### src/rtl/hazard_ctrl_if.sv
// Pipeline hazard interface: hazard inputs from the datapath and the
// per-stage control codes / status returned by hazard_ctrl.
interface hazard_ctrl_if;
    logic        IDEX_MemRead;
    logic [4:0]  IDEX_Rt;
    logic [4:0]  IFID_Rs;
    logic [4:0]  IFID_Rt;
    logic        IFID_UsesRt;
    logic        ID_Jump;
    logic        EX_BranchTaken;
    logic        Mem_req;
    logic        Mem_ready;
    logic        PC_Write;
    logic [1:0]  IFID_Ctrl;
    logic [1:0]  IDEX_Ctrl;
    logic [1:0]  EXMEM_Ctrl;
    logic [1:0]  MEMWB_Ctrl;
    logic        Mem_timeout;
    logic [31:0] Stall_cnt;
    logic [31:0] Flush_cnt;

    modport master (
        output IDEX_MemRead, IDEX_Rt, IFID_Rs, IFID_Rt, IFID_UsesRt,
               ID_Jump, EX_BranchTaken, Mem_req, Mem_ready,
        input  PC_Write, IFID_Ctrl, IDEX_Ctrl, EXMEM_Ctrl, MEMWB_Ctrl,
               Mem_timeout, Stall_cnt, Flush_cnt
    );

    modport slave (
        input  IDEX_MemRead, IDEX_Rt, IFID_Rs, IFID_Rt, IFID_UsesRt,
               ID_Jump, EX_BranchTaken, Mem_req, Mem_ready,
        output PC_Write, IFID_Ctrl, IDEX_Ctrl, EXMEM_Ctrl, MEMWB_Ctrl,
               Mem_timeout, Stall_cnt, Flush_cnt
    );
endinterface

### src/rtl/hazard_ctrl.sv
// Five-stage MIPS hazard controller: stall/flush codes, PC write enable,
// memory-wait FSM with timeout. Define HAZARD_PERF_EN for stall/flush counters.
module hazard_ctrl #(
    parameter int unsigned MEM_TIMEOUT = 64,
    parameter int unsigned WAIT_W      = 8
) (
    input  logic         clk,
    input  logic         reset,
    hazard_ctrl_if.slave hif
);
    typedef enum logic {RUN, MEM_WAIT} state_t;

    localparam logic [1:0]        CTRL_ADV   = 2'b00;
    localparam logic [1:0]        CTRL_HOLD  = 2'b01;
    localparam logic [1:0]        CTRL_FLUSH = 2'b10;
    localparam logic [WAIT_W-1:0] WAIT_MAX   = WAIT_W'(MEM_TIMEOUT);

    state_t            state_q, state_nxt;
    logic [WAIT_W-1:0] wait_cnt, wait_nxt;
    logic              timeout_q;
    logic              mem_stall, load_use;
    logic              branch_fire, lu_fire, jump_fire;

    // Priority: memory stall > branch > load-use > jump.
    always_comb begin
        mem_stall   = hif.Mem_req & ~hif.Mem_ready;
        load_use    = hif.IDEX_MemRead && (hif.IDEX_Rt != 5'd0) &&
                      ((hif.IDEX_Rt == hif.IFID_Rs) ||
                       (hif.IFID_UsesRt && (hif.IDEX_Rt == hif.IFID_Rt)));
        branch_fire = ~mem_stall & hif.EX_BranchTaken;
        lu_fire     = ~mem_stall & ~hif.EX_BranchTaken & load_use;
        jump_fire   = ~mem_stall & ~hif.EX_BranchTaken & ~load_use & hif.ID_Jump;
    end

    always_comb begin
        hif.PC_Write   = 1'b1;
        hif.IFID_Ctrl  = CTRL_ADV;
        hif.IDEX_Ctrl  = CTRL_ADV;
        hif.EXMEM_Ctrl = CTRL_ADV;
        hif.MEMWB_Ctrl = CTRL_ADV;
        if (!reset) begin
            hif.PC_Write   = 1'b0;
            hif.IFID_Ctrl  = CTRL_FLUSH;
            hif.IDEX_Ctrl  = CTRL_FLUSH;
            hif.EXMEM_Ctrl = CTRL_FLUSH;
            hif.MEMWB_Ctrl = CTRL_FLUSH;
        end else if (mem_stall) begin
            hif.PC_Write   = 1'b0;
            hif.IFID_Ctrl  = CTRL_HOLD;
            hif.IDEX_Ctrl  = CTRL_HOLD;
            hif.EXMEM_Ctrl = CTRL_HOLD;
            hif.MEMWB_Ctrl = CTRL_FLUSH;
        end else if (branch_fire) begin
            hif.IFID_Ctrl  = CTRL_FLUSH;
            hif.IDEX_Ctrl  = CTRL_FLUSH;
        end else if (lu_fire) begin
            hif.PC_Write   = 1'b0;
            hif.IFID_Ctrl  = CTRL_HOLD;
            hif.IDEX_Ctrl  = CTRL_FLUSH;
        end else if (jump_fire) begin
            hif.IFID_Ctrl  = CTRL_FLUSH;
        end
    end

    always_comb begin
        state_nxt = state_q;
        case (state_q)
            RUN:      if (mem_stall) state_nxt = MEM_WAIT;
            MEM_WAIT: if (hif.Mem_ready || !hif.Mem_req) state_nxt = RUN;
            default:  state_nxt = RUN;
        endcase
    end

    // Counter only clears on a ready cycle; it holds across idle cycles.
    always_comb begin
        wait_nxt = wait_cnt;
        if (hif.Mem_ready)
            wait_nxt = '0;
        else if (mem_stall && (wait_cnt != WAIT_MAX))
            wait_nxt = wait_cnt + 1'b1;
    end

    always_ff @(posedge clk or negedge reset) begin
        if (!reset) begin
            state_q   <= RUN;
            wait_cnt  <= '0;
            timeout_q <= 1'b0;
        end else begin
            state_q  <= state_nxt;
            wait_cnt <= wait_nxt;
            if (wait_nxt == WAIT_MAX)
                timeout_q <= 1'b1;
        end
    end

    assign hif.Mem_timeout = timeout_q;

`ifdef HAZARD_PERF_EN
    logic [31:0] stall_cnt_q, flush_cnt_q;

    always_ff @(posedge clk or negedge reset) begin
        if (!reset) begin
            stall_cnt_q <= '0;
            flush_cnt_q <= '0;
        end else begin
            if (lu_fire)
                stall_cnt_q <= stall_cnt_q + 32'd1;
            if (branch_fire || jump_fire)
                flush_cnt_q <= flush_cnt_q + 32'd1;
        end
    end

    assign hif.Stall_cnt = stall_cnt_q;
    assign hif.Flush_cnt = flush_cnt_q;
`else
    assign hif.Stall_cnt = '0;
    assign hif.Flush_cnt = '0;
`endif
endmodule

### src/flat_wrapper.sv
// flat-port wrapper written by rule: the top's interface ports become plain ports
module hazard_ctrl_flat 
#(
    parameter int unsigned MEM_TIMEOUT = 64,
    parameter int unsigned WAIT_W      = 8
)
  (clk, reset, hif_IDEX_MemRead, hif_IDEX_Rt, hif_IFID_Rs, hif_IFID_Rt, hif_IFID_UsesRt, hif_ID_Jump, hif_EX_BranchTaken, hif_Mem_req, hif_Mem_ready, hif_PC_Write, hif_IFID_Ctrl, hif_IDEX_Ctrl, hif_EXMEM_Ctrl, hif_MEMWB_Ctrl, hif_Mem_timeout, hif_Stall_cnt, hif_Flush_cnt);
  hazard_ctrl_if hif_i ();
  input  logic clk;
  input  logic reset;
  input wire logic [$bits(hif_i.IDEX_MemRead)-1:0] hif_IDEX_MemRead;
  input wire logic [$bits(hif_i.IDEX_Rt)-1:0] hif_IDEX_Rt;
  input wire logic [$bits(hif_i.IFID_Rs)-1:0] hif_IFID_Rs;
  input wire logic [$bits(hif_i.IFID_Rt)-1:0] hif_IFID_Rt;
  input wire logic [$bits(hif_i.IFID_UsesRt)-1:0] hif_IFID_UsesRt;
  input wire logic [$bits(hif_i.ID_Jump)-1:0] hif_ID_Jump;
  input wire logic [$bits(hif_i.EX_BranchTaken)-1:0] hif_EX_BranchTaken;
  input wire logic [$bits(hif_i.Mem_req)-1:0] hif_Mem_req;
  input wire logic [$bits(hif_i.Mem_ready)-1:0] hif_Mem_ready;
  output wire logic [$bits(hif_i.PC_Write)-1:0] hif_PC_Write;
  output wire logic [$bits(hif_i.IFID_Ctrl)-1:0] hif_IFID_Ctrl;
  output wire logic [$bits(hif_i.IDEX_Ctrl)-1:0] hif_IDEX_Ctrl;
  output wire logic [$bits(hif_i.EXMEM_Ctrl)-1:0] hif_EXMEM_Ctrl;
  output wire logic [$bits(hif_i.MEMWB_Ctrl)-1:0] hif_MEMWB_Ctrl;
  output wire logic [$bits(hif_i.Mem_timeout)-1:0] hif_Mem_timeout;
  output wire logic [$bits(hif_i.Stall_cnt)-1:0] hif_Stall_cnt;
  output wire logic [$bits(hif_i.Flush_cnt)-1:0] hif_Flush_cnt;
  assign hif_i.IDEX_MemRead = hif_IDEX_MemRead;
  assign hif_i.IDEX_Rt = hif_IDEX_Rt;
  assign hif_i.IFID_Rs = hif_IFID_Rs;
  assign hif_i.IFID_Rt = hif_IFID_Rt;
  assign hif_i.IFID_UsesRt = hif_IFID_UsesRt;
  assign hif_i.ID_Jump = hif_ID_Jump;
  assign hif_i.EX_BranchTaken = hif_EX_BranchTaken;
  assign hif_i.Mem_req = hif_Mem_req;
  assign hif_i.Mem_ready = hif_Mem_ready;
  assign hif_PC_Write = hif_i.PC_Write;
  assign hif_IFID_Ctrl = hif_i.IFID_Ctrl;
  assign hif_IDEX_Ctrl = hif_i.IDEX_Ctrl;
  assign hif_EXMEM_Ctrl = hif_i.EXMEM_Ctrl;
  assign hif_MEMWB_Ctrl = hif_i.MEMWB_Ctrl;
  assign hif_Mem_timeout = hif_i.Mem_timeout;
  assign hif_Stall_cnt = hif_i.Stall_cnt;
  assign hif_Flush_cnt = hif_i.Flush_cnt;
  hazard_ctrl #(.MEM_TIMEOUT(MEM_TIMEOUT), .WAIT_W(WAIT_W)) u_core (.clk(clk), .reset(reset), .hif(hif_i));
endmodule
### config.mk
export PLATFORM = sky130hd
export DESIGN_NAME = hazard_ctrl_flat
export DESIGN_NICKNAME = d
export VERILOG_FILES = /design/src/rtl/hazard_ctrl_if.sv /design/src/rtl/hazard_ctrl.sv /design/src/flat_wrapper.sv
export SDC_FILE = /design/constraint.sdc
export NUM_CORES = 1
export LEC_CHECK = 0
export ABC_CLOCK_PERIOD_IN_PS = 2400
export CAP_MARGIN = 20
export CORE_MARGIN = 3
export CORE_UTILIZATION = 34
export CTS_BUF_LIST = sky130_fd_sc_hd__clkbuf_4
export CTS_CLUSTER_SIZE = 8
export DETAILED_ROUTE_END_ITERATION = 8
export HOLD_SLACK_MARGIN = 0.05
export PLACE_DENSITY = 0.92
export SYNTH_ARGS = -nofsm -noshare
export SYNTH_HDL_FRONTEND = slang
export SYNTH_SLANG_ARGS = --single-unit
### constraint.sdc
create_clock -name clk -period 2.4 [get_ports clk]
set_input_delay 0.48 -clock clk [delete_from_list [all_inputs] [get_ports clk]]
set_output_delay 0.48 -clock clk [all_outputs]
set_load 0.005 [all_outputs]
---- Yosys cells after proc, flatten, opt, wreduce, memory -nomap -nowiden ----
Index checks and enable logic that the tools add are counted.
word-level totals
  register bits after elaboration ......... 9
  bits in latches ......................... 0
  RAM bits ................................ 0
  bits in read-only memories .............. 0
  input bits .............................. 23
  output and inout bits ................... 74
  word-level logic and storage cells ...... 42
  memories kept ........................... 0
cells by class
  add/sub/neg operators ................... 1
  $mul .................................... 0
  divide/modulo/power cells ............... 0
  $lt $le $gt $ge ......................... 0
  eq/ne operators ......................... 4
  shift operators ......................... 0
  multiplexer cells ....................... 19
  bitwise gates (word level) .............. 10
  reduce and logical (&&, ||, !) cells .... 6
operators by type and width
  kind                                                              count
  2-bit two-way mux                                                 12
  8-bit two-way mux                                                 2
  5-bit == test                                                     2
  8-bit by 1-bit adder with 8-bit output (second input constant)    1
  8-bit by 7-bit == test with 1-bit output (second input constant)  1
  8-bit by 7-bit != test with 1-bit output (second input constant)  1
  1-bit AND                                                         6
  1-bit two-way mux                                                 5
  5-bit nonzero test                                                1
  1-bit logical AND                                                 4
  1-bit inverter                                                    4
  1-bit logical OR                                                  1

---- Logic depth before layout (Yosys ltp) ----
  depth in word-level cells ............... 12
  mapped depth ............................ 6
  mapped depth without buffers ............ 6

---- Worst setup path before layout ----
No wires, ideal clock.
  kind .................................... input port to output port
  start point ............................. input port hif_IDEX_Rt[1]
  end point ............................... output port hif_PC_Write
  data arrival time ....................... 1.400 ns
  required time ........................... 1.920 ns
  setup slack ............................. 0.520 ns
  stages .................................. 3
  path buffers ............................ 0
  cell sequence ........................... or4_1 > o211a_1 > a21oi_1
on the way
  cells in the longest elaborated chain, start to end .. 9
  elaborated cells between the ends (all ways) .. 12
  those cells by class .................... 2 x eq/ne; 4 x mux; 1 x bitwise; 5 x reduce/logical
RTL lines
  item                   RTL line            RTL
  start: declaration     flat_wrapper.sv:12  input wire logic [$bits(hif_i.IDEX_Rt)-1:0] hif_IDEX_Rt;
  5-bit == test          hazard_ctrl.sv:29   (hif.IFID_UsesRt && (hif.IDEX_Rt == hif.IFID_Rt)));
  1-bit logical AND      hazard_ctrl.sv:29
  1-bit logical OR       hazard_ctrl.sv:28   ((hif.IDEX_Rt == hif.IFID_Rs) ||
  1-bit logical AND (*)  hazard_ctrl.sv:27   load_use = hif.IDEX_MemRead && (hif.IDEX_Rt != 5'd0) &&
  1-bit AND (*)          hazard_ctrl.sv:31   lu_fire = ~mem_stall & ~hif.EX_BranchTaken & load_use;
  1-bit two-way mux (*)  hazard_ctrl.sv:56   end else if (lu_fire) begin
  1-bit two-way mux (*)  hazard_ctrl.sv:53   end else if (branch_fire) begin
  1-bit two-way mux (*)  hazard_ctrl.sv:47   end else if (mem_stall) begin
  1-bit two-way mux (*)  hazard_ctrl.sv:41   if (!reset) begin
  end: declaration       flat_wrapper.sv:20  output wire logic [$bits(hif_i.PC_Write)-1:0] hif_PC_Write;
Mark *: on every way between the ends. The rest lies on a longest branch, timed or not.

---- Final worst setup path ----
  start point ............................. input port reset
  end point ............................... output port hif_IDEX_Ctrl[0]
on the way
  cells in the longest elaborated chain, start to end .. 1
RTL lines
  item                RTL line            RTL
  start: declaration  flat_wrapper.sv:10  input logic reset;
  2-bit two-way mux   hazard_ctrl.sv:41
  end: declaration    flat_wrapper.sv:22  output wire logic [$bits(hif_i.IDEX_Ctrl)-1:0] hif_IDEX_Ctrl;
No other way between the ends.

==> results_dict.tcl <==
set metrics [dict create \
    worstRegToRegCells 6 \
    grt_pass1_wl_mm 3.77 \
    fill_cells 341 \
    timing.final.crit_share_pct 98.7 \
    setup_violations 0 \
    crit_path_start_kind "primary input" \
    drtPass1Iterations 3 \
    drive_above_1_share_pct 18.6 \
    clk_pin_slew_ns 0.06 \
    via_per_inst 3.86 \
    status "finished clean" \
    hold_path_class "reg -> reg" \
    clock_path_buffers 2 \
    synth_top_area_share_pct 40.4 \
    grt.overflow.total 0 \
    crit_chain "clkdlybuf4s50_1 -> inv_1 -> nor3_2 -> buf_4 -> clkdlybuf4s50_1" \
    worstPathArrival_ns 1.89 \
    cp_max_fo 5 \
    num_vias 945 \
    yosys_warnings 0 \
    worstSetupPathDepth 5 \
    globalplace.congestion 0.815 \
    hpwl_mm 2.19 \
    portBuffers 31 \
    multi_input_area_sq_um 731 \
    clockRootBuffer "clkbuf_4" \
    required_ns 1.92 \
    num_antenna_cells 0 \
    ant_nets 0 \
    fmax_mhz 422 \
    power_leakage_nw 0.798 \
    final_util_pct 43.5 \
    skew_ns 0.00391 \
    grt_max_degree 10 \
    ir_drop_mv 0.260 \
    combPwrFrac_pct 35.2 \
    hold_viol_final 0 \
    synthToLayoutAreaGrowth_pct 21.2 \
    rows 21 \
    crit_top_cell "clkdlybuf4s50_1" \
    switchingPower_mw 0.138 \
    grt.total_usage_pct 11.1 \
    slowest_delay_ns 0.49 \
    clkSinkCount 9 \
    syn_area_per_cell_sq_um 8.23 \
    placed_area_sq_um 1440 \
    syn_inst 149 \
    antenna_found_initial 0 \
    cp_slowest_cell "clkdlybuf4s50_1" \
    grt_pass1_vias 893 \
    power_density_nw_per_um2 301 \
    hold_depth 2 \
    synth.area.top_cells "buf_4 (40%), dfrtp_1 (18%), xnor2_1 (8.6%)" \
    rrSetupSlack_ns 0.47 \
    worstSetupEndpointType "output port" \
    layout.nets 225 \
    switching_share_pct 30.8 \
    hp-start "u_core.hif.Mem_timeout" \
    r2r_end "u_core.hif.Mem_timeout" \
    period_needed_ns 2.37 \
    r2r-start "u_core.wait_cnt[0]" \
    start_util_pct 35.9 \
    post-route-drc-count 0 \
    htree_levels 1 \
    crit_type "in -> out" \
    core-area_sq_um 3420 \
    clkPwrFrac_pct 28.8 \
    ys_ff_latch 9 \
    timing.max_cap.violations 0 \
    synth_area_sq_um 1230 \
    cts_inserted_buffers 3 \
    yosysTopAreaCell "buf_4" \
    yosysSeqAreaShare_pct 18.4 \
    finalMaxSlewViolations 0 \
    cts_tree "built" \
    die_w_um 66.1 \
    postCtsHoldBufs 0 \
    regArea_sq_um 225 \
    p_int_mw 0.310 \
    drtIter0Drc 10 \
    detail_route.wl_per_cell_um 10.5 \
    ys_types 33 \
    die-area_sq_um 4360 \
    min_to "u_core.hif.Mem_timeout" \
    seqPwrFrac_pct 36.0 \
    critPathTopFamily "buffers and inverters" \
    pin_count 97 \
    insertion_delay_ns 0.26 \
    cp_num_buf_inv 4 \
    fin_area_sq_um 1490 \
    wirelength_mm 2.56 \
    die_h_um 66.1 \
]
routing by layer:
layer | global-route usage, % | up-vias | wire length (um)
li1 | - | 457 | -
met1 | 11.1 | 445 | 900
met2 | 21.7 | 39 | 1480
met3 | 2.21 | 4 | 168
met4 | 4.82 | 0 | 17
met5 | 0 | - | 0
per-stage QoR:
step                      cells  hold WS (ns)  setup WS (ns)  setup TNS, ns  total power, mW
after detailed placement    238         0.474         -0.515          -2.02            0.320
after CTS                   244         0.489       0.000292              0            0.450
after floorplan             213         0.184          0.520              0            0.312
after global routing        245         0.515        -0.0204        -0.0268            0.478
after global placement      238         0.449         -0.476          -1.81            0.315
final                       245         0.477         0.0323              0            0.447
cell families after synthesis:
group	share of synthesized area (%)
flip-flops	18.4
AND/OR/NAND/NOR	14.2
XOR/XNOR	12.1
other	0.306
multiplexers	1.63
AO/OA/AOI/OAI	7.86
buffers and inverters	43.5
adder cells (fa/ha/maj)	2.04
power by group through the flow:
stage	registers, mW	logic [mW]	clock network [mW]
2_1_floorplan	0.162	0.150	0
3_3_place_gp	0.163	0.152	0
3_5_place_dp	0.163	0.157	0
4_1_cts	0.161	0.154	0.134
5_1_grt	0.161	0.177	0.140
6_report	0.161	0.157	0.129
sequential cells by signal, indices dropped and copies added (netlist names):
name and count:
u_core.hif.Mem_timeout 1, u_core.wait_cnt 8
Yosys cell counts:
| cell | instances |
|---|---|
| buf_4 | 66 |
| nor2_1 | 12 |
| xnor2_1 | 12 |
| dfrtp_1 | 9 |
| inv_1 | 7 |
| nand4_1 | 5 |
| xor2_1 | 5 |
| nand2_1 | 4 |
| a21oi_1 | 3 |
| ha_1 | 2 |
| mux2i_1 | 2 |
| a21o_1 | 1 |
| a311oi_1 | 1 |
| a31o_2 | 1 |
| a31oi_1 | 1 |
| and3_1 | 1 |
| and4_1 | 1 |
| and4b_1 | 1 |
| buf_6 | 1 |
| conb_1 | 1 |
| nand3_1 | 1 |
| nor2b_1 | 1 |
| nor3_1 | 1 |
| nor4b_2 | 1 |
| o211a_1 | 1 |
| o211ai_1 | 1 |
| o21ai_0 | 1 |
| o22ai_1 | 1 |
| o2bb2ai_1 | 1 |
| o31ai_2 | 1 |
| or2b_2 | 1 |
| or4_1 | 1 |
| or4b_1 | 1 |
cell usage in the layout, fill, tap and decap left out, types with 2 or more instances in the layout:
cell,n
nand2_1,4
nor2_1,12
mux2i_1,2
conb_1,65
dlymetal6s2s_1,2
nand4_1,5
dfrtp_1,9
ha_1,2
clkdlybuf4s50_1,19
xnor2_1,12
a21oi_1,2
dlygate4sd2_1,3
inv_1,7
clkbuf_2,5
buf_4,18
xor2_1,5
clkbuf_4,4
worst reg2reg max path: stages, from the launching register on:
cell and delay, ns:
dfrtp_1 0.43, inv_1 0.11, ha_1 0.22, a31o_2 0.22
mux2i_1 0.13, or4b_1 0.54, o31ai_2 0.19
repair_timing:
item | in CTS | in global routing
endpoints found under the setup margin | 6 | 6
setup buffers | 2 | 1
gates resized for setup | 19 | 13
pin swaps | 6 | 6
cell type report:
class                   instances  area share [%]
flip-flops and latches          9            15.2
multi-input cells             130            49.2
clock buffers                   4            2.02
well taps                      46            3.87
inverters                       7            1.77
repair buffers                 49            28.0
how the worst max path moves through the flow:
stage                   start               end  slack (ns)
2_1_floorplan  hif_IDEX_Rt[1]      hif_PC_Write        0.52
3_5_place_dp   hif_IDEX_Rt[2]      hif_PC_Write       -0.52
6_report                reset  hif_IDEX_Ctrl[0]        0.03
5_1_grt                 reset  hif_IDEX_Ctrl[0]       -0.02
3_3_place_gp   hif_IDEX_Rt[2]  hif_IFID_Ctrl[1]       -0.48
4_1_cts        hif_IFID_Rs[4]  hif_IFID_Ctrl[1]      0.0003
(Power assumes the default switching activity.)
